$ cat src/rtl/vx_afu_axil_ctrl_if.sv
// AXI4-Lite control-port bundle between the shell's s_axi_ctrl master and the AFU control slave.
interface vx_afu_axil_ctrl_if #(
    parameter int ADDR_WIDTH = 8
);
    logic                  awvalid;
    logic                  awready;
    logic [ADDR_WIDTH-1:0] awaddr;
    logic                  wvalid;
    logic                  wready;
    logic [31:0]           wdata;
    logic [3:0]            wstrb;
    logic                  bvalid;
    logic                  bready;
    logic [1:0]            bresp;
    logic                  arvalid;
    logic                  arready;
    logic [ADDR_WIDTH-1:0] araddr;
    logic                  rvalid;
    logic                  rready;
    logic [31:0]           rdata;
    logic [1:0]            rresp;

    modport master (
        output awvalid, awaddr, wvalid, wdata, wstrb, bready, arvalid, araddr, rready,
        input  awready, wready, bvalid, bresp, arready, rvalid, rdata, rresp
    );

    modport slave (
        input  awvalid, awaddr, wvalid, wdata, wstrb, bready, arvalid, araddr, rready,
        output awready, wready, bvalid, bresp, arready, rvalid, rdata, rresp
    );
endinterface

$ cat src/rtl/vx_afu_axil_ctrl.sv
// AXI4-Lite ap_ctrl_hs control slave for the Vortex AFU: control/IRQ registers, caps and 64-bit kernel args.
// Optional kernel watchdog enabled by defining VX_AFU_CTRL_WATCHDOG_EN.
module vx_afu_axil_ctrl #(
    parameter int ADDR_WIDTH     = 8,
    parameter int NUM_ARGS       = 4,
    parameter int TIMEOUT_CYCLES = 1 << 24
) (
    input  logic                     ap_clk,
    input  logic                     ap_rst_n,
    vx_afu_axil_ctrl_if.slave        s_axi_ctrl,
    input  logic [63:0]              dev_caps,
    output logic                     ap_start,
    input  logic                     ap_ready,
    input  logic                     ap_done,
    input  logic                     ap_idle,
    output logic [64*NUM_ARGS-1:0]   args,
    output logic                     interrupt
);
    localparam int AW = ADDR_WIDTH;

`ifdef VX_AFU_CTRL_WATCHDOG_EN
    localparam int IRQ_W = 3;
`else
    localparam int IRQ_W = 2;
`endif

    typedef enum logic [1:0] {W_IDLE, W_DATA, W_RESP} wstate_t;
    typedef enum logic       {R_IDLE, R_DATA}         rstate_t;
    typedef enum logic [1:0] {C_IDLE, C_START, C_RUN} cstate_t;

    wstate_t r_wstate, w_wstate_next;
    rstate_t r_rstate, w_rstate_next;
    cstate_t r_cstate, w_cstate_next;

    logic [AW-1:0]    r_waddr;
    logic [31:0]      r_rdata;
    logic             r_done, r_ready, r_auto_restart, r_gie, r_interrupt;
    logic [IRQ_W-1:0] r_ier, r_isr, w_isr_set;
    logic             w_timeout;
    logic             w_set_ready, w_set_done;
    logic [31:0]      w_rd_data;
    logic [31:0]      w_arg_rd [NUM_ARGS];

    function automatic logic f_hit(input logic [AW-1:0] a, input int unsigned off);
        return (a >> 2) == (AW'(off) >> 2);
    endfunction

    function automatic logic [31:0] f_merge(input logic [31:0] old_val, input logic [31:0] din,
                                            input logic [3:0] strb);
        logic [31:0] v;
        for (int b = 0; b < 4; b++) v[8*b +: 8] = strb[b] ? din[8*b +: 8] : old_val[8*b +: 8];
        return v;
    endfunction

    // Decoded write/read strobes
    logic w_wr_en, w_ar_hs, w_wr_ctrl, w_wr_gie, w_wr_ier, w_wr_isr, w_start_req, w_cor, w_arg_wr;
    assign w_wr_en     = (r_wstate == W_DATA) && s_axi_ctrl.wvalid;
    assign w_ar_hs     = (r_rstate == R_IDLE) && s_axi_ctrl.arvalid;
    assign w_wr_ctrl   = w_wr_en && s_axi_ctrl.wstrb[0] && f_hit(r_waddr, 32'h00);
    assign w_wr_gie    = w_wr_en && s_axi_ctrl.wstrb[0] && f_hit(r_waddr, 32'h04);
    assign w_wr_ier    = w_wr_en && s_axi_ctrl.wstrb[0] && f_hit(r_waddr, 32'h08);
    assign w_wr_isr    = w_wr_en && s_axi_ctrl.wstrb[0] && f_hit(r_waddr, 32'h0C);
    assign w_start_req = w_wr_ctrl && s_axi_ctrl.wdata[0];
    assign w_cor       = w_ar_hs && f_hit(s_axi_ctrl.araddr, 32'h00);
    assign w_arg_wr    = w_wr_en && (r_cstate == C_IDLE);

    // ---------------- write channel FSM ----------------
    always_ff @(posedge ap_clk or negedge ap_rst_n) begin
        if (!ap_rst_n) begin
            r_wstate <= W_IDLE;
            r_waddr  <= '0;
        end else begin
            r_wstate <= w_wstate_next;
            if (r_wstate == W_IDLE && s_axi_ctrl.awvalid) r_waddr <= s_axi_ctrl.awaddr;
        end
    end

    always_comb begin
        w_wstate_next = r_wstate;
        case (r_wstate)
            W_IDLE:  if (s_axi_ctrl.awvalid) w_wstate_next = W_DATA;
            W_DATA:  if (s_axi_ctrl.wvalid)  w_wstate_next = W_RESP;
            W_RESP:  if (s_axi_ctrl.bready)  w_wstate_next = W_IDLE;
            default: w_wstate_next = W_IDLE;
        endcase
    end

    always_comb begin
        s_axi_ctrl.awready = (r_wstate == W_IDLE);
        s_axi_ctrl.wready  = (r_wstate == W_DATA);
        s_axi_ctrl.bvalid  = (r_wstate == W_RESP);
        s_axi_ctrl.bresp   = 2'b00;
    end

    // ---------------- read channel FSM ----------------
    always_ff @(posedge ap_clk or negedge ap_rst_n) begin
        if (!ap_rst_n) begin
            r_rstate <= R_IDLE;
            r_rdata  <= '0;
        end else begin
            r_rstate <= w_rstate_next;
            if (w_ar_hs) r_rdata <= w_rd_data;
        end
    end

    always_comb begin
        w_rstate_next = r_rstate;
        case (r_rstate)
            R_IDLE:  if (s_axi_ctrl.arvalid) w_rstate_next = R_DATA;
            R_DATA:  if (s_axi_ctrl.rready)  w_rstate_next = R_IDLE;
            default: w_rstate_next = R_IDLE;
        endcase
    end

    always_comb begin
        s_axi_ctrl.arready = (r_rstate == R_IDLE);
        s_axi_ctrl.rvalid  = (r_rstate == R_DATA);
        s_axi_ctrl.rdata   = r_rdata;
        s_axi_ctrl.rresp   = 2'b00;
    end

    // ---------------- kernel control FSM ----------------
`ifdef VX_AFU_CTRL_WATCHDOG_EN
    localparam int WD_W = $clog2(TIMEOUT_CYCLES + 1);
    logic [WD_W-1:0] r_wd_cnt;
    logic            r_timeout, w_wd_fire;

    assign w_wd_fire = (r_cstate != C_IDLE) && (r_wd_cnt == WD_W'(TIMEOUT_CYCLES - 1));
    assign w_timeout = r_timeout;

    // Counter restarts on every (re)entry to START so auto-restart gets a fresh budget.
    always_ff @(posedge ap_clk or negedge ap_rst_n) begin
        if (!ap_rst_n) begin
            r_wd_cnt  <= '0;
            r_timeout <= 1'b0;
        end else begin
            if (w_cstate_next == C_IDLE || (w_cstate_next == C_START && r_cstate != C_START))
                r_wd_cnt <= '0;
            else
                r_wd_cnt <= r_wd_cnt + WD_W'(1);
            if (w_wd_fire)
                r_timeout <= 1'b1;
            else if (w_cstate_next == C_START && r_cstate != C_START)
                r_timeout <= 1'b0;
        end
    end
    assign w_isr_set = {w_wd_fire, w_set_ready, w_set_done};
`else
    logic w_unused_timeout;
    assign w_unused_timeout = (TIMEOUT_CYCLES > 0);
    assign w_timeout = 1'b0;
    assign w_isr_set = {w_set_ready, w_set_done};
`endif

    always_ff @(posedge ap_clk or negedge ap_rst_n) begin
        if (!ap_rst_n) r_cstate <= C_IDLE;
        else           r_cstate <= w_cstate_next;
    end

    always_comb begin
        w_cstate_next = r_cstate;
        case (r_cstate)
            C_IDLE:  if (w_start_req) w_cstate_next = C_START;
            C_START: if (ap_ready)    w_cstate_next = ap_done ? C_IDLE : C_RUN;
            C_RUN:   if (ap_done)     w_cstate_next = r_auto_restart ? C_START : C_IDLE;
            default: w_cstate_next = C_IDLE;
        endcase
`ifdef VX_AFU_CTRL_WATCHDOG_EN
        if (w_wd_fire) w_cstate_next = C_IDLE;
`endif
    end

    always_comb begin
        ap_start    = (r_cstate == C_START);
        w_set_ready = (r_cstate == C_START) && ap_ready;
        w_set_done  = ((r_cstate == C_START) && ap_ready && ap_done) || ((r_cstate == C_RUN) && ap_done);
    end

    // ---------------- control / interrupt registers ----------------
    // Hardware set events take priority over clear-on-read and ISR toggles.
    always_ff @(posedge ap_clk or negedge ap_rst_n) begin
        if (!ap_rst_n) begin
            r_done         <= 1'b0;
            r_ready        <= 1'b0;
            r_auto_restart <= 1'b0;
            r_gie          <= 1'b0;
            r_ier          <= '0;
            r_isr          <= '0;
            r_interrupt    <= 1'b0;
        end else begin
            if (w_set_done)      r_done <= 1'b1;
            else if (w_cor)      r_done <= 1'b0;
            if (w_set_ready)     r_ready <= 1'b1;
            else if (w_cor)      r_ready <= 1'b0;
            if (w_wr_ctrl)       r_auto_restart <= s_axi_ctrl.wdata[7];
            if (w_wr_gie)        r_gie <= s_axi_ctrl.wdata[0];
            if (w_wr_ier)        r_ier <= s_axi_ctrl.wdata[IRQ_W-1:0];
            r_isr       <= (r_isr ^ (w_wr_isr ? s_axi_ctrl.wdata[IRQ_W-1:0] : '0)) | w_isr_set;
            r_interrupt <= r_gie & (|(r_isr & r_ier));
        end
    end

    assign interrupt = r_interrupt;

    // ---------------- kernel argument registers ----------------
    for (genvar gi = 0; gi < NUM_ARGS; gi++) begin : g_arg
        localparam int unsigned LO = 32'h18 + 8 * gi;
        logic [63:0] r_arg;

        always_ff @(posedge ap_clk or negedge ap_rst_n) begin
            if (!ap_rst_n) begin
                r_arg <= '0;
            end else if (w_arg_wr) begin
                if (f_hit(r_waddr, LO))
                    r_arg[31:0]  <= f_merge(r_arg[31:0], s_axi_ctrl.wdata, s_axi_ctrl.wstrb);
                if (f_hit(r_waddr, LO + 4))
                    r_arg[63:32] <= f_merge(r_arg[63:32], s_axi_ctrl.wdata, s_axi_ctrl.wstrb);
            end
        end

        assign args[64*gi +: 64] = r_arg;
        assign w_arg_rd[gi] = f_hit(s_axi_ctrl.araddr, LO)     ? r_arg[31:0]  :
                              f_hit(s_axi_ctrl.araddr, LO + 4) ? r_arg[63:32] : 32'h0;
    end

    // Read mux; unmapped offsets fall through to zero.
    always_comb begin
        w_rd_data = 32'h0;
        if (f_hit(s_axi_ctrl.araddr, 32'h00))
            w_rd_data = {24'h0, r_auto_restart, 2'b00, w_timeout, r_ready, ap_idle, r_done, ap_start};
        else if (f_hit(s_axi_ctrl.araddr, 32'h04))
            w_rd_data = {31'h0, r_gie};
        else if (f_hit(s_axi_ctrl.araddr, 32'h08))
            w_rd_data = 32'(r_ier);
        else if (f_hit(s_axi_ctrl.araddr, 32'h0C))
            w_rd_data = 32'(r_isr);
        else if (f_hit(s_axi_ctrl.araddr, 32'h10))
            w_rd_data = dev_caps[31:0];
        else if (f_hit(s_axi_ctrl.araddr, 32'h14))
            w_rd_data = dev_caps[63:32];
        for (int i = 0; i < NUM_ARGS; i++) w_rd_data = w_rd_data | w_arg_rd[i];
    end
endmodule

$ cat src/flat_wrapper.sv
// flat-port wrapper written by rule: the top's interface ports become plain ports
module vx_afu_axil_ctrl_flat 
#(
    parameter int ADDR_WIDTH     = 8,
    parameter int NUM_ARGS       = 4,
    parameter int TIMEOUT_CYCLES = 1 << 24
)
  (ap_clk, ap_rst_n, dev_caps, ap_start, ap_ready, ap_done, ap_idle, args, interrupt, s_axi_ctrl_awvalid, s_axi_ctrl_awaddr, s_axi_ctrl_wvalid, s_axi_ctrl_wdata, s_axi_ctrl_wstrb, s_axi_ctrl_bready, s_axi_ctrl_arvalid, s_axi_ctrl_araddr, s_axi_ctrl_rready, s_axi_ctrl_awready, s_axi_ctrl_wready, s_axi_ctrl_bvalid, s_axi_ctrl_bresp, s_axi_ctrl_arready, s_axi_ctrl_rvalid, s_axi_ctrl_rdata, s_axi_ctrl_rresp);
  vx_afu_axil_ctrl_if #(.ADDR_WIDTH(ADDR_WIDTH)) s_axi_ctrl_i ();
  input  logic ap_clk;
  input  logic ap_rst_n;
  input  logic [63:0] dev_caps;
  output logic ap_start;
  input  logic ap_ready;
  input  logic ap_done;
  input  logic ap_idle;
  output logic [64*NUM_ARGS-1:0] args;
  output logic interrupt;
  input wire logic [$bits(s_axi_ctrl_i.awvalid)-1:0] s_axi_ctrl_awvalid;
  input wire logic [$bits(s_axi_ctrl_i.awaddr)-1:0] s_axi_ctrl_awaddr;
  input wire logic [$bits(s_axi_ctrl_i.wvalid)-1:0] s_axi_ctrl_wvalid;
  input wire logic [$bits(s_axi_ctrl_i.wdata)-1:0] s_axi_ctrl_wdata;
  input wire logic [$bits(s_axi_ctrl_i.wstrb)-1:0] s_axi_ctrl_wstrb;
  input wire logic [$bits(s_axi_ctrl_i.bready)-1:0] s_axi_ctrl_bready;
  input wire logic [$bits(s_axi_ctrl_i.arvalid)-1:0] s_axi_ctrl_arvalid;
  input wire logic [$bits(s_axi_ctrl_i.araddr)-1:0] s_axi_ctrl_araddr;
  input wire logic [$bits(s_axi_ctrl_i.rready)-1:0] s_axi_ctrl_rready;
  output wire logic [$bits(s_axi_ctrl_i.awready)-1:0] s_axi_ctrl_awready;
  output wire logic [$bits(s_axi_ctrl_i.wready)-1:0] s_axi_ctrl_wready;
  output wire logic [$bits(s_axi_ctrl_i.bvalid)-1:0] s_axi_ctrl_bvalid;
  output wire logic [$bits(s_axi_ctrl_i.bresp)-1:0] s_axi_ctrl_bresp;
  output wire logic [$bits(s_axi_ctrl_i.arready)-1:0] s_axi_ctrl_arready;
  output wire logic [$bits(s_axi_ctrl_i.rvalid)-1:0] s_axi_ctrl_rvalid;
  output wire logic [$bits(s_axi_ctrl_i.rdata)-1:0] s_axi_ctrl_rdata;
  output wire logic [$bits(s_axi_ctrl_i.rresp)-1:0] s_axi_ctrl_rresp;
  assign s_axi_ctrl_i.awvalid = s_axi_ctrl_awvalid;
  assign s_axi_ctrl_i.awaddr = s_axi_ctrl_awaddr;
  assign s_axi_ctrl_i.wvalid = s_axi_ctrl_wvalid;
  assign s_axi_ctrl_i.wdata = s_axi_ctrl_wdata;
  assign s_axi_ctrl_i.wstrb = s_axi_ctrl_wstrb;
  assign s_axi_ctrl_i.bready = s_axi_ctrl_bready;
  assign s_axi_ctrl_i.arvalid = s_axi_ctrl_arvalid;
  assign s_axi_ctrl_i.araddr = s_axi_ctrl_araddr;
  assign s_axi_ctrl_i.rready = s_axi_ctrl_rready;
  assign s_axi_ctrl_awready = s_axi_ctrl_i.awready;
  assign s_axi_ctrl_wready = s_axi_ctrl_i.wready;
  assign s_axi_ctrl_bvalid = s_axi_ctrl_i.bvalid;
  assign s_axi_ctrl_bresp = s_axi_ctrl_i.bresp;
  assign s_axi_ctrl_arready = s_axi_ctrl_i.arready;
  assign s_axi_ctrl_rvalid = s_axi_ctrl_i.rvalid;
  assign s_axi_ctrl_rdata = s_axi_ctrl_i.rdata;
  assign s_axi_ctrl_rresp = s_axi_ctrl_i.rresp;
  vx_afu_axil_ctrl #(.ADDR_WIDTH(ADDR_WIDTH), .NUM_ARGS(NUM_ARGS), .TIMEOUT_CYCLES(TIMEOUT_CYCLES)) u_core (.ap_clk(ap_clk), .ap_rst_n(ap_rst_n), .s_axi_ctrl(s_axi_ctrl_i), .dev_caps(dev_caps), .ap_start(ap_start), .ap_ready(ap_ready), .ap_done(ap_done), .ap_idle(ap_idle), .args(args), .interrupt(interrupt));
endmodule
$ cat config.mk
export PLATFORM = sky130hd
export DESIGN_NAME = vx_afu_axil_ctrl_flat
export DESIGN_NICKNAME = d
export VERILOG_FILES = /design/src/rtl/vx_afu_axil_ctrl_if.sv /design/src/rtl/vx_afu_axil_ctrl.sv /design/src/flat_wrapper.sv
export SDC_FILE = /design/constraint.sdc
export NUM_CORES = 1
export LEC_CHECK = 0
export ABC_CLOCK_PERIOD_IN_PS = 3390
export CAP_MARGIN = 25
export CORE_AREA = 4 4 224 226
export CTS_BUF_LIST = sky130_fd_sc_hd__clkbuf_8
export DETAILED_ROUTE_END_ITERATION = 12
export DIE_AREA = 0 0 228 230
export PLACE_DENSITY_LB_ADDON = 0.3
export SYNTH_ARGS = -nofsm -noshare
export SYNTH_HDL_FRONTEND = slang
export SYNTH_SLANG_ARGS = --single-unit
$ cat constraint.sdc
create_clock -name ap_clk -period 3.39 [get_ports ap_clk]
set_input_delay 0.8475 -clock ap_clk [delete_from_list [all_inputs] [get_ports ap_clk]]
set_output_delay 0.8475 -clock ap_clk [all_outputs]
set_load 0.005 [all_outputs]
Word-level counts from Yosys, hierarchy flattened
Index checks and enable logic that the tools add are counted.
- ROM bits: 0
- latch bits: 0
- bits in writable memories: 0
- output and inout bits: 299
- word-level logic and storage cells: 174
- register bits: 310
- input bits: 126
- memories kept: 0
- shift operators: 0
- equal/unequal tests: 34
- mux-type cells: 31
- div/mod/pow operators: 0
- multiply operators: 0
- $add $sub $neg: 0
- magnitude comparators: 0
- reductions and logical operators: 56
- bitwise logic cells: 9
- operator list (cell ; number):
    32-bit two-way mux ; 14
    32-bit OR ; 4
    3-bit AND reduction ; 34
    6-bit by 4-bit == test with 1-bit output, second input constant ; 12
    6-bit by 3-bit == test with 1-bit output, second input constant ; 6
    6-bit by 2-bit == test with 1-bit output, second input constant ; 4
    8-bit zero test ; 2
    2-bit two-way mux ; 8
    1-bit logical AND ; 14
    6-bit by 1-bit == test with 1-bit output, second input constant ; 2
    2-bit case mux with 3 select lines ; 2
    2-bit != test, second input constant ; 4
    1-bit two-way mux ; 6
    2-bit by 1-bit == test with 1-bit output, second input constant ; 2
    2-bit == test, second input constant ; 2
    2-bit zero test ; 2
    2-bit by 1-bit != test with 1-bit output, second input constant ; 2
    2-bit nonzero test ; 2
    2-bit bitwise AND ; 1
    2-bit OR ; 1
    1-bit case mux with 2 select lines ; 1
    2-bit OR reduction ; 1
    2-bit XOR ; 1
    1-bit bitwise AND ; 1
    2 further kinds ; 2

Depth between registers and ports, before layout
Gate-level depths: netlist (run 1).
- depth in word-level cells: 11
- depth in mapped cells: 7
- gate-level depth less buffers: 4

Worst setup path after synthesis (run 1)
No wires, ideal clock.
- path type: input -> register
- start: input port s_axi_ctrl_wvalid
- end: register u_core.g_arg[3].r_arg[2]
- setup time: 125 ps
- path buffers: 1
- data arrival time: 2124 ps
- path slack: 1142 ps
- stages: 5
- required time: 3265 ps
- cells stage by stage: and3b_1 buf_2 nand3_2 nor2_2 mux2_2
- longest elaborated chain between the ends: 3
- RTL lines (item ; line ; source):
    start: declaration ; flat_wrapper.sv:21 ; input wire logic [$bits(s_axi_ctrl_i.wvalid)-1:0] s_axi_ctrl_wvalid;
    1-bit logical AND ; vx_afu_axil_ctrl.sv:57 ; assign w_wr_en = (r_wstate == W_DATA) && s_axi_ctrl.wvalid;
    1-bit logical AND ; vx_afu_axil_ctrl.sv:65 ; assign w_arg_wr = w_wr_en && (r_cstate == C_IDLE);
    3-bit AND reduction (no source line) ; n/a ;
    end signal: assignment ; vx_afu_axil_ctrl.sv:215 ; r_arg[31:0] <= f_merge(r_arg[31:0], s_axi_ctrl.wdata, s_axi_ctrl.wstrb);
    end: declaration ; vx_afu_axil_ctrl.sv:208 ; logic [63:0] r_arg;
Every way passes these cells.
A chain may end at the register's enable or synchronous reset.

Worst setup path in the final report (run 1)
- start: register u_core.r_cstate[0]
- end: output port ap_start
- longest elaborated chain between the ends: 1
- RTL lines (item ; line ; source):
    start: declaration ; vx_afu_axil_ctrl.sv:33 ; cstate_t r_cstate, w_cstate_next;
    start signal: assignment ; vx_afu_axil_ctrl.sv:157 ; else r_cstate <= w_cstate_next;
    2-bit by 1-bit == test with 1-bit output ; vx_afu_axil_ctrl.sv:174 ; ap_start = (r_cstate == C_START);
    end: declaration ; flat_wrapper.sv:13 ; output logic ap_start;
Every way passes these cells.

==> reports/metrics.yaml, run 1 <==
synthesis:
  ys_top_cells_by_area: "dfrtp_1 54%, mux2_2 21%, and3_1 6.5%, a2111oi_0 3.6%, a222oi_1 2.0%"
  synth_warnings: 0
  synthFlopType: "dfrtp_1"
  synth_cell_types: 50
  synth_top_area_frac: 0.540
  synth_edf_count: 0
  syn_area_mm2: 0.0143
  netlist_instances: 1111
  yosysTopAreaCell: "dfrtp_1"
  synth_seq_cells: 308
  synthArstFlopShare: 1.00
  postSynthAreaPerCell_um2: 12.9
  yosysSeqAreaShare: 0.540
global_routing:
  grt_pass1_wl_mm: 91.8
  grt_use_met3: 0.0522
  antenna_found_initial: 5
  top_usage_layer: "met2"
  grt_max_degree: 98
  met2_usage: 0.384
  grt_use_met1: 0.308
  grt_pass1_vias: 12966
  grt.total_usage: 0.235
  grt-ovfl-total: 0
finish:
  final-seq-area_mm2: 0.00771
  nNetsFinal: 1723
  n_fill_cell: 4665
  final_cell_mix: "415 x clkdlybuf4s50_1, 308 x dfrtp_1, 267 x mux2_2"
  drive_gt1_frac: 0.290
  fin_cells: 2258
  mostFrequentLayoutCell: "clkdlybuf4s50_1"
  multiInputGateArea_mm2: 0.00631
  area_delta_synth_final_pct: 45.0
clocking:
  root_buffer: "clkbuf_8"
  clk_latency_ps: 620
  cts_tree: "done"
  clk_pin_slew_ps: 60
  post_cts_buffers: 0
  cts.htree.levels: 2
  ctsResizeCount: 0
  holdBufCountCts: 0
  cts_num_sinks: 308
  cts_buffer_depth: 3
  cts_buffers: 53
drt:
  firstDrtPassIters: 5
  vias: 12374
  drt_iter0_drc: 1131
  wire_per_inst_um: 28.2
  wl_mm: 63.8
  viasPerCell: 5.48
  antenna_left: 0
  drc: 0
job:
  drv_cap: 0
power_and_ir_drop:
  ir_drop_mv: 0.292
  clkPwrFrac: 0.282
  seqPwrFrac: 0.445
  combinationalPowerShare: 0.273
  internal-power_mw: 8.12
  p_switching_mw: 3.46
  power_density_mw_per_mm2: 559
  swShare: 0.299
  leakage_nw: 9.58
timing:
  max_freq_mhz: 358
  slew_viol_final: 0
  min_period_ps: 2790
  slew_headroom: 0.288
  whs_ps: 266
  worst_pin_slew_ps: 1070
  hold_viol: 0
  finalCritPeriodShare: 0.824
  skew_ps: 16.1
  rsz0062_at_grt: "no"
  tns_ps: 0
  setup_viol: 0
setup_path:
  crit_buf_inv: 1
  crit_type: "reg -> out"
  cp_top_family: "buffers and inverters"
  cp_max_fo: 6
  crit_chain: "nor2b_1, clkdlybuf4s50_1"
  cpPeakStageDelay_ps: 570
  arrival_ps: 1950
  cp-end-kind: "output port"
  worstSetupStartpointType: "flop"
  slowest_stage: "clkdlybuf4s50_1"
  required_ps: 2540
floorplanning:
  num_io_pins: 425
  die_w_um: 228
  design.core.area_mm2: 0.0483
  rows: 81
  initial_core_util: 0.295
  die_area_mm2: 0.0524
  die_y_um: 230
status:
  status: "complete, no violations"
place:
  gp_congestion: 0.855
  placed_cells: 2164
  port_buffers: 416
  hpwl_mm: 45.1
hold_path:
  hp-class: "in -> async"
## Yosys cell counts (all sizes together) (2+ instances only)
cell type and number:
a31o 2, dfrtp 308, nor4b 4, nand4 9, o32a 4, and3b 3, nand3b 2, buf 26
nand3 36, nand2 14, a2111oi 58, nor2b 9, a222oi 28, nand2b 3, and3 148, nor2 68
mux2 267, nor4 2, a31oi 32, o21ai 6, and2 14, inv 6, clkbuf 43, nor3 2
and4b 2
## layer usage
metal | wire [µm] | vias to the layer above | part of all wire
li1 | - | 5218 | -
met1 | 26600 | 6351 | 0.42
met2 | 30100 | 673 | 0.47
met3 | 4910 | 132 | 0.077
met4 | 2110 | 0 | 0.033
met5 | 0 | - | 0
## flip-flops by register name (all words and copies together), names as in the netlist
| name | count |
|---|---|
| u_core.interrupt | 1 |
| u_core.s_axi_ctrl.rdata | 32 |
| u_core.r_isr | 2 |
| u_core.r_gie | 1 |
| u_core.r_waddr | 6 |
| u_core.r_cstate | 2 |
| u_core.r_wstate | 2 |
| u_core.s_axi_ctrl.rvalid | 1 |
| u_core.r_ready | 1 |
| u_core.r_ier | 2 |
| u_core.r_auto_restart | 1 |
| u_core.g_arg.r_arg | 256 |
| u_core.r_done | 1 |
## cell type report
class,count,area share
clock buffers,63,0.0419
flip-flops and latches,308,0.372
diodes,3,0.000362
clock inverters,28,0.00671
inverters,6,0.00109
repair buffers,497,0.235
multi-input cells,731,0.305
well taps,622,0.0376
## kinds of logic (layout without fill, tap and decap cells)
family,Yosys count,count (layout),share of synthesized area
AO/OA/AOI/OAI,137,137,0.0794
buffers and inverters,75,594,0.0232
flip-flops,308,308,0.540
AND/OR/NAND/NOR,321,321,0.145
multiplexers,269,269,0.213
other,1,7,0.000263
## through the flow
step	cell area [µm²]	worst slack (ps)	utilization	power, mW
after floorplan	14300	1140	-	6.04
after global placement	19700	-127	0.407	8.32
after detailed placement	19700	-133	0.407	8.37
after CTS	20700	542	0.428	11.7
after global routing	20700	418	0.428	12.1
final	20700	596	0.428	11.6
## final timing paths
kind | endpoint | cells after the start | slack (ps) | start
max | ap_start | 2 | 600 | u_core.r_cstate[0]
min | u_core.r_wstate[1] | 1 | 270 | ap_rst_n
max reg2reg | u_core.g_arg[3].r_arg[17] | 4 | 990 | u_core.r_waddr[3]
min reg2reg | u_core.r_done | 2 | 500 | u_core.r_done
max in group asynchronous | u_core.g_arg[1].r_arg[36] | 2 | 2140 | ap_rst_n
min in group ap_clk | u_core.r_done | 2 | 500 | u_core.r_done
## power groups by stage
stage	registers [mW]	logic (mW)	clock network (mW)
5_1_grt	5.24	3.36	3.50
6_report	5.15	3.16	3.27
3_3_place_gp	5.17	3.14	0
2_1_floorplan	5.03	1.01	0
4_1_cts	5.14	3.20	3.35
3_5_place_dp	5.19	3.18	0
(Power assumes the default switching activity.)
==> run 2: changes to the inputs <==
--- a/config.mk
+++ b/config.mk
@@ -5,7 +5,7 @@
 export SDC_FILE = /design/constraint.sdc
 export NUM_CORES = 1
 export LEC_CHECK = 0
-export ABC_CLOCK_PERIOD_IN_PS = 3390
+export ABC_CLOCK_PERIOD_IN_PS = 2600
 export CAP_MARGIN = 25
 export CORE_AREA = 4 4 224 226
 export CTS_BUF_LIST = sky130_fd_sc_hd__clkbuf_8
==> constraint.sdc (replaced) <==
create_clock -name ap_clk -period 2.6 [get_ports ap_clk]
set_input_delay 0.65 -clock ap_clk [delete_from_list [all_inputs] [get_ports ap_clk]]
set_output_delay 0.65 -clock ap_clk [all_outputs]
set_load 0.005 [all_outputs]
==> reports/metrics.yaml, run 2 (synthesis results as in run 1) <==
status:
  status: "complete, no violations"
timing:
  max_freq_mhz: 403
  worst_slack_ps: 120  # -476 ps
  worst_pin_slew_ps: 1070  # +7.11 ps
  rsz0062_at_grt: "no"
  slew_headroom: 0.283  # -0.00475
  slew_viol_final: 0  # unchanged
  skew_ps: 21.6  # +5.49 ps
  min_period_ps: 2480
  hold_viol: 0  # unchanged
  whs_ps: 523  # +257 ps
  setup_viol: 0  # unchanged
  finalCritPeriodShare: 0.954
drt:
  wire_per_inst_um: 27.4  # -2.9%
  vias: 12696  # +2.6%
  firstDrtPassIters: 6  # +1
  antenna_left: 0  # unchanged
  wl_mm: 63.8  # +0.13%
  drc: 0  # unchanged
  drt_iter0_drc: 1136  # +0.44%
  viasPerCell: 5.45  # -0.48%
global_routing:
  grt-ovfl-total: 0  # unchanged
  grt_pass1_vias: 13276  # +2.4%
  antenna_found_initial: 3  # -2
  grt_max_degree: 72  # -27%
  grt.total_usage: 0.235  # -0.000332
  grt_pass1_wl_mm: 92.1  # +0.32%
floorplanning:
  die_y_um: 230  # unchanged
  num_io_pins: 425  # unchanged
  initial_core_util: 0.295  # unchanged
  rows: 81  # unchanged
  die_w_um: 228  # unchanged
  die_area_mm2: 0.0524  # unchanged
  design.core.area_mm2: 0.0483  # unchanged
clocking:
  clk_pin_slew_ps: 60  # about the same
  cts_tree: "done"
  post_cts_buffers: 0  # unchanged
  cts_buffers: 54  # +1.9%
  clk_latency_ps: 640  # +20 ps
  cts_num_sinks: 308  # unchanged
  cts_buffer_depth: 3  # unchanged
  cts.htree.levels: 2  # unchanged
  root_buffer: "clkbuf_8"
setup_path:
  crit_buf_inv: 1  # unchanged
  worstSetupStartpointType: "flop"
  arrival_ps: 1830  # -120 ps
  crit_chain: "nor2b_2, clkdlybuf4s50_1"
  cp-end-kind: "output port"
  crit_type: "reg -> out"
  slowest_stage: "clkdlybuf4s50_1"
  cp_top_family: "buffers and inverters"
  rr_startpoint: "u_core.r_waddr[4]"
  timing.rr.end: "u_core.g_arg[1].r_arg[62]"
  reg2reg_depth: 5  # +1
  cpPeakStageDelay_ps: 540  # -30 ps
  rrSetupSlack_ps: 340  # -650 ps
  cp_max_fo: 6  # unchanged
  required_ps: 1950  # -590 ps
finish:
  drive_gt1_frac: 0.323  # +0.0331
  nNetsFinal: 1790  # +3.9%
  n_fill_cell: 4419  # -5.3%
  largest_register_ffs: 256  # unchanged
  top_register: "u_core.g_arg.r_arg"
  mostFrequentLayoutCell: "clkdlybuf4s50_1"
  final_cell_mix: "415 x clkdlybuf4s50_1, 308 x dfrtp_1, 267 x mux2_2"
  area_delta_synth_final_pct: 53.7
  fin_area_mm2: 0.0220  # +6.0%
place:
  placedInstanceArea_mm2: 0.0207  # +5.3%
  hpwl_mm: 46.5  # +3.0%
  gp_congestion: 0.872  # +2.0%
  port_buffers: 416  # unchanged
  preCtsSetupSlack_ps: -379  # -247 ps
hold_path:
  hold_end: "u_core.g_arg[2].r_arg[63]"
  hp-class: "reg -> reg"
  min_from: "u_core.g_arg[2].r_arg[63]"
  whs_path_depth: 1
power_and_ir_drop:
  leakage_nw: 10.1  # +5.9%
  power_density_mw_per_mm2: 724  # +30%
  ir_drop_mv: 0.351  # +20%
job:
  drv_cap: 0  # unchanged
run 2: cell count changes in the layout (fill, tap and decap cells not counted), sizes merged:
cell         change
diode            -1
buf             +65
bufinv           +3
clkbuf           +9
inv              -6
dlygate4sd3      +1
clkinv           -1
run 2: area by class of cell:
class	instances	area, µm²	share of cell area
Sequential cell	308	7710	0.351
Clock inverter	24	201	0.00917
Timing Repair Buffer	563	5940	0.270
Inverter	6	22.5	0.00103
Clock buffer	72	991	0.0451
Tap cell	622	778	0.0354
Multi-Input combinational cell	731	6310	0.288
Antenna cell	2	5.00	0.000228
run 2: per-stage QoR:
stage / utilization / TNS, ps / total power [mW] / instances
2_1_floorplan: - / 0 / 7.88 / 1114
3_3_place_gp: 0.429 / -6310 / 11.0 / 2229
3_5_place_dp: 0.429 / -7700 / 11.1 / 2229
4_1_cts: 0.454 / 0 / 16.0 / 2326
5_1_grt: 0.454 / 0 / 16.6 / 2327
6_report: 0.454 / 0 / 15.9 / 2328
run 2: worst max-delay path by stage:
stage	from	end	slack (ps)	cells past startpoint
after global routing	u_core.r_cstate[0]	ap_start	6	2
after CTS	u_core.r_cstate[0]	ap_start	60	2
after global placement	s_axi_ctrl_araddr[3]	u_core.s_axi_ctrl.rdata[7]	-320	8
after detailed placement	s_axi_ctrl_araddr[6]	u_core.s_axi_ctrl.rdata[5]	-380	7
after floorplan	s_axi_ctrl_wvalid	u_core.g_arg[3].r_arg[2]	550	5
final	u_core.r_cstate[0]	ap_start	120	2
run 2: worst reg2reg max path, stage by stage (launching register included):
cell,delay (ps)
dfrtp_1,480
nor4b_4,390
nand2_1,470
nor2_2,270
buf_4,190
mux2_2,350
run 2: repair_timing:
item | 4_1_cts | 5_1_grt
gates resized for setup | 1 | 0
hold buffers | 1 | 0
endpoints found under the setup margin | 1 | 0
endpoints found under the hold margin | 34 | 0
run 2: per-layer routing:
layer	vias to the layer above	track usage	part of all wire
li1	5375	-	-
met3	128	0.0622	0.084
met4	2	0.0691	0.030
met2	714	0.386	0.47
met5	-	0	0.00017
met1	6477	0.307	0.41
run 2: power breakdown:
part	total (mW)	internal [mW]	switching, mW
Clock	4.90	2.85	2.06
Sequential	6.74	5.78	0.966
Combinational	4.25	2.65	1.60
==> run 3: changes to the inputs <==
--- a/config.mk
+++ b/config.mk
@@ -12,6 +12,7 @@
 export DETAILED_ROUTE_END_ITERATION = 12
 export DIE_AREA = 0 0 228 230
 export PLACE_DENSITY_LB_ADDON = 0.3
+export SKIP_CTS_REPAIR_TIMING = 1
 export SYNTH_ARGS = -nofsm -noshare
 export SYNTH_HDL_FRONTEND = slang
 export SYNTH_SLANG_ARGS = --single-unit
==> reports/metrics.yaml, run 3 (synthesis results as in run 1) <==
global_routing:
  grt.total_usage: 0.235  # unchanged
  antenna_found_initial: 3  # unchanged
  top_usage_layer: "met2"
  grt_use_met3: 0.0622  # unchanged
  grt_pass1_wl_mm: 92.1  # unchanged
  grt-ovfl-total: 0  # unchanged
  grt_pass1_vias: 13275  # -0.0075%
  grt_use_met1: 0.307  # unchanged
  grt_max_degree: 72  # unchanged
  met2_usage: 0.386  # unchanged
drt:
  drc: 0  # unchanged
  viasPerCell: 5.45  # about the same
  wl_mm: 63.8  # about the same
  antenna_left: 0  # unchanged
  wire_per_inst_um: 27.4  # about the same
  firstDrtPassIters: 6  # unchanged
  drt_iter0_drc: 1136  # unchanged
  vias: 12689  # -0.055%
place:
  gp_congestion: 0.872  # unchanged
  placed_cells: 2229  # unchanged
  hpwl_mm: 46.5  # unchanged
  preCtsSetupSlack_ps: -379  # unchanged
  port_buffers: 416  # unchanged
clocking:
  root_buffer: "clkbuf_8"
  cts.htree.levels: 2  # unchanged
  cts_tree: "done"
  clk_pin_slew_ps: 60  # about the same
  clk_latency_ps: 640  # about the same
  cts_buffers: 54  # unchanged
  cts_num_sinks: 308  # unchanged
  cts_buffer_depth: 3  # unchanged
setup_path:
  crit_type: "reg -> out"
  rrSetupSlack_ps: 340  # about the same
  timing.rr.end: "u_core.g_arg[1].r_arg[62]"
  cp_top_family: "buffers and inverters"
  rr_startpoint: "u_core.r_waddr[4]"
  cpPeakStageDelay_ps: 540  # about the same
  cp_max_fo: 6  # unchanged
  slowest_stage: "clkdlybuf4s50_1"
  reg2reg_depth: 5  # unchanged
  required_ps: 1950  # about the same
  cp-end-kind: "output port"
  arrival_ps: 1830  # about the same
  crit_buf_inv: 1  # unchanged
  worstSetupStartpointType: "flop"
  crit_chain: "nor2b_2, clkdlybuf4s50_1"
hold_path:
  min_from: "u_core.g_arg[2].r_arg[63]"
  hp-class: "reg -> reg"
  hold_end: "u_core.g_arg[2].r_arg[63]"
  whs_path_depth: 1  # unchanged
floorplanning:
  die_area_mm2: 0.0524  # unchanged
  die_w_um: 228  # unchanged
  initial_core_util: 0.295  # unchanged
  die_y_um: 230  # unchanged
  rows: 81  # unchanged
  design.core.area_mm2: 0.0483  # unchanged
  num_io_pins: 425  # unchanged
finish:
  multiInputGateArea_mm2: 0.00631  # unchanged
  area_delta_synth_final_pct: 53.7  # unchanged
  largest_register_ffs: 256  # unchanged
  fin_cells: 2328  # unchanged
  top_register: "u_core.g_arg.r_arg"
  final-seq-area_mm2: 0.00771  # unchanged
  drive_gt1_frac: 0.323  # unchanged
  n_fill_cell: 4419  # unchanged
  nNetsFinal: 1790  # unchanged
  final_cell_mix: "415 x clkdlybuf4s50_1, 308 x dfrtp_1, 267 x mux2_2"
  mostFrequentLayoutCell: "clkdlybuf4s50_1"
power_and_ir_drop:
  ir_drop_mv: 0.351  # about the same
  leakage_nw: 10.1  # unchanged
  power_density_mw_per_mm2: 724  # about the same
timing:
  rsz0062_at_grt: "no"
  min_period_ps: 2480  # +0.291 ps
  finalCritPeriodShare: 0.954  # about the same
  hold_viol: 0  # unchanged
  slew_viol_final: 0  # unchanged
  worst_pin_slew_ps: 1070  # -2.23 ps
  worst_slack_ps: 120  # -0.291 ps
  slew_headroom: 0.284  # +0.00149
  setup_viol: 0  # unchanged
  skew_ps: 21.6  # +0.0721 ps
  max_freq_mhz: 403  # about the same
job:
  drv_cap: 0  # unchanged
status:
  status: "complete, no violations"
## run 3: worst max-delay path by stage
stage / endpoint / slack (ps) / depth (start not counted) / startpoint
6_report: ap_start / 120 / 2 / u_core.r_cstate[0]
5_1_grt: ap_start / 6 / 2 / u_core.r_cstate[0]
4_1_cts: ap_start / -40 / 2 / u_core.r_cstate[0]
3_5_place_dp: u_core.s_axi_ctrl.rdata[5] / -380 / 7 / s_axi_ctrl_araddr[6]
3_3_place_gp: u_core.s_axi_ctrl.rdata[7] / -320 / 8 / s_axi_ctrl_araddr[3]
2_1_floorplan: u_core.g_arg[3].r_arg[2] / 550 / 5 / s_axi_ctrl_wvalid
## run 3: worst reg2reg max path, cell delays in order, from the launching register on
cell     delay, ps
dfrtp_1        480
nor4b_4        390
nand2_1        470
nor2_2         270
buf_4          190
mux2_2         350
## run 3: power by group
group | switching [mW] | leakage (nW) | internal [mW]
Combinational | 1.60 | 5.29 | 2.65
Sequential | 0.966 | 4.18 | 5.78
Clock | 2.06 | 0.673 | 2.85
## run 3: metal layers
layer,vias up,share of wire
met2,710,0.47
met5,-,0.00017
met1,6474,0.41
li1,5375,-
met3,128,0.084
met4,2,0.030
## run 3: layout make-up
class / count / share of cell area
sequential: 308 / 0.351
multi-input combinational: 731 / 0.288
timing repair buffer: 563 / 0.270
clock buffer: 72 / 0.0451
tap: 622 / 0.0354
clock inverter: 24 / 0.00917
inverter: 6 / 0.00103
antenna: 2 / 0.000228
## run 3: metrics by stage
step	instance area [µm²]	power, mW	TNS (ps)	util	hold WS (ps)
after floorplan	14300	7.88	0	-	354
after detailed placement	20700	11.1	-7700	0.429	497
after global placement	20700	11.0	-6310	0.429	461
after global routing	22000	16.6	0	0.454	541
final	22000	15.9	0	0.454	523
after CTS	21900	16.0	-39.6	0.454	-86.0
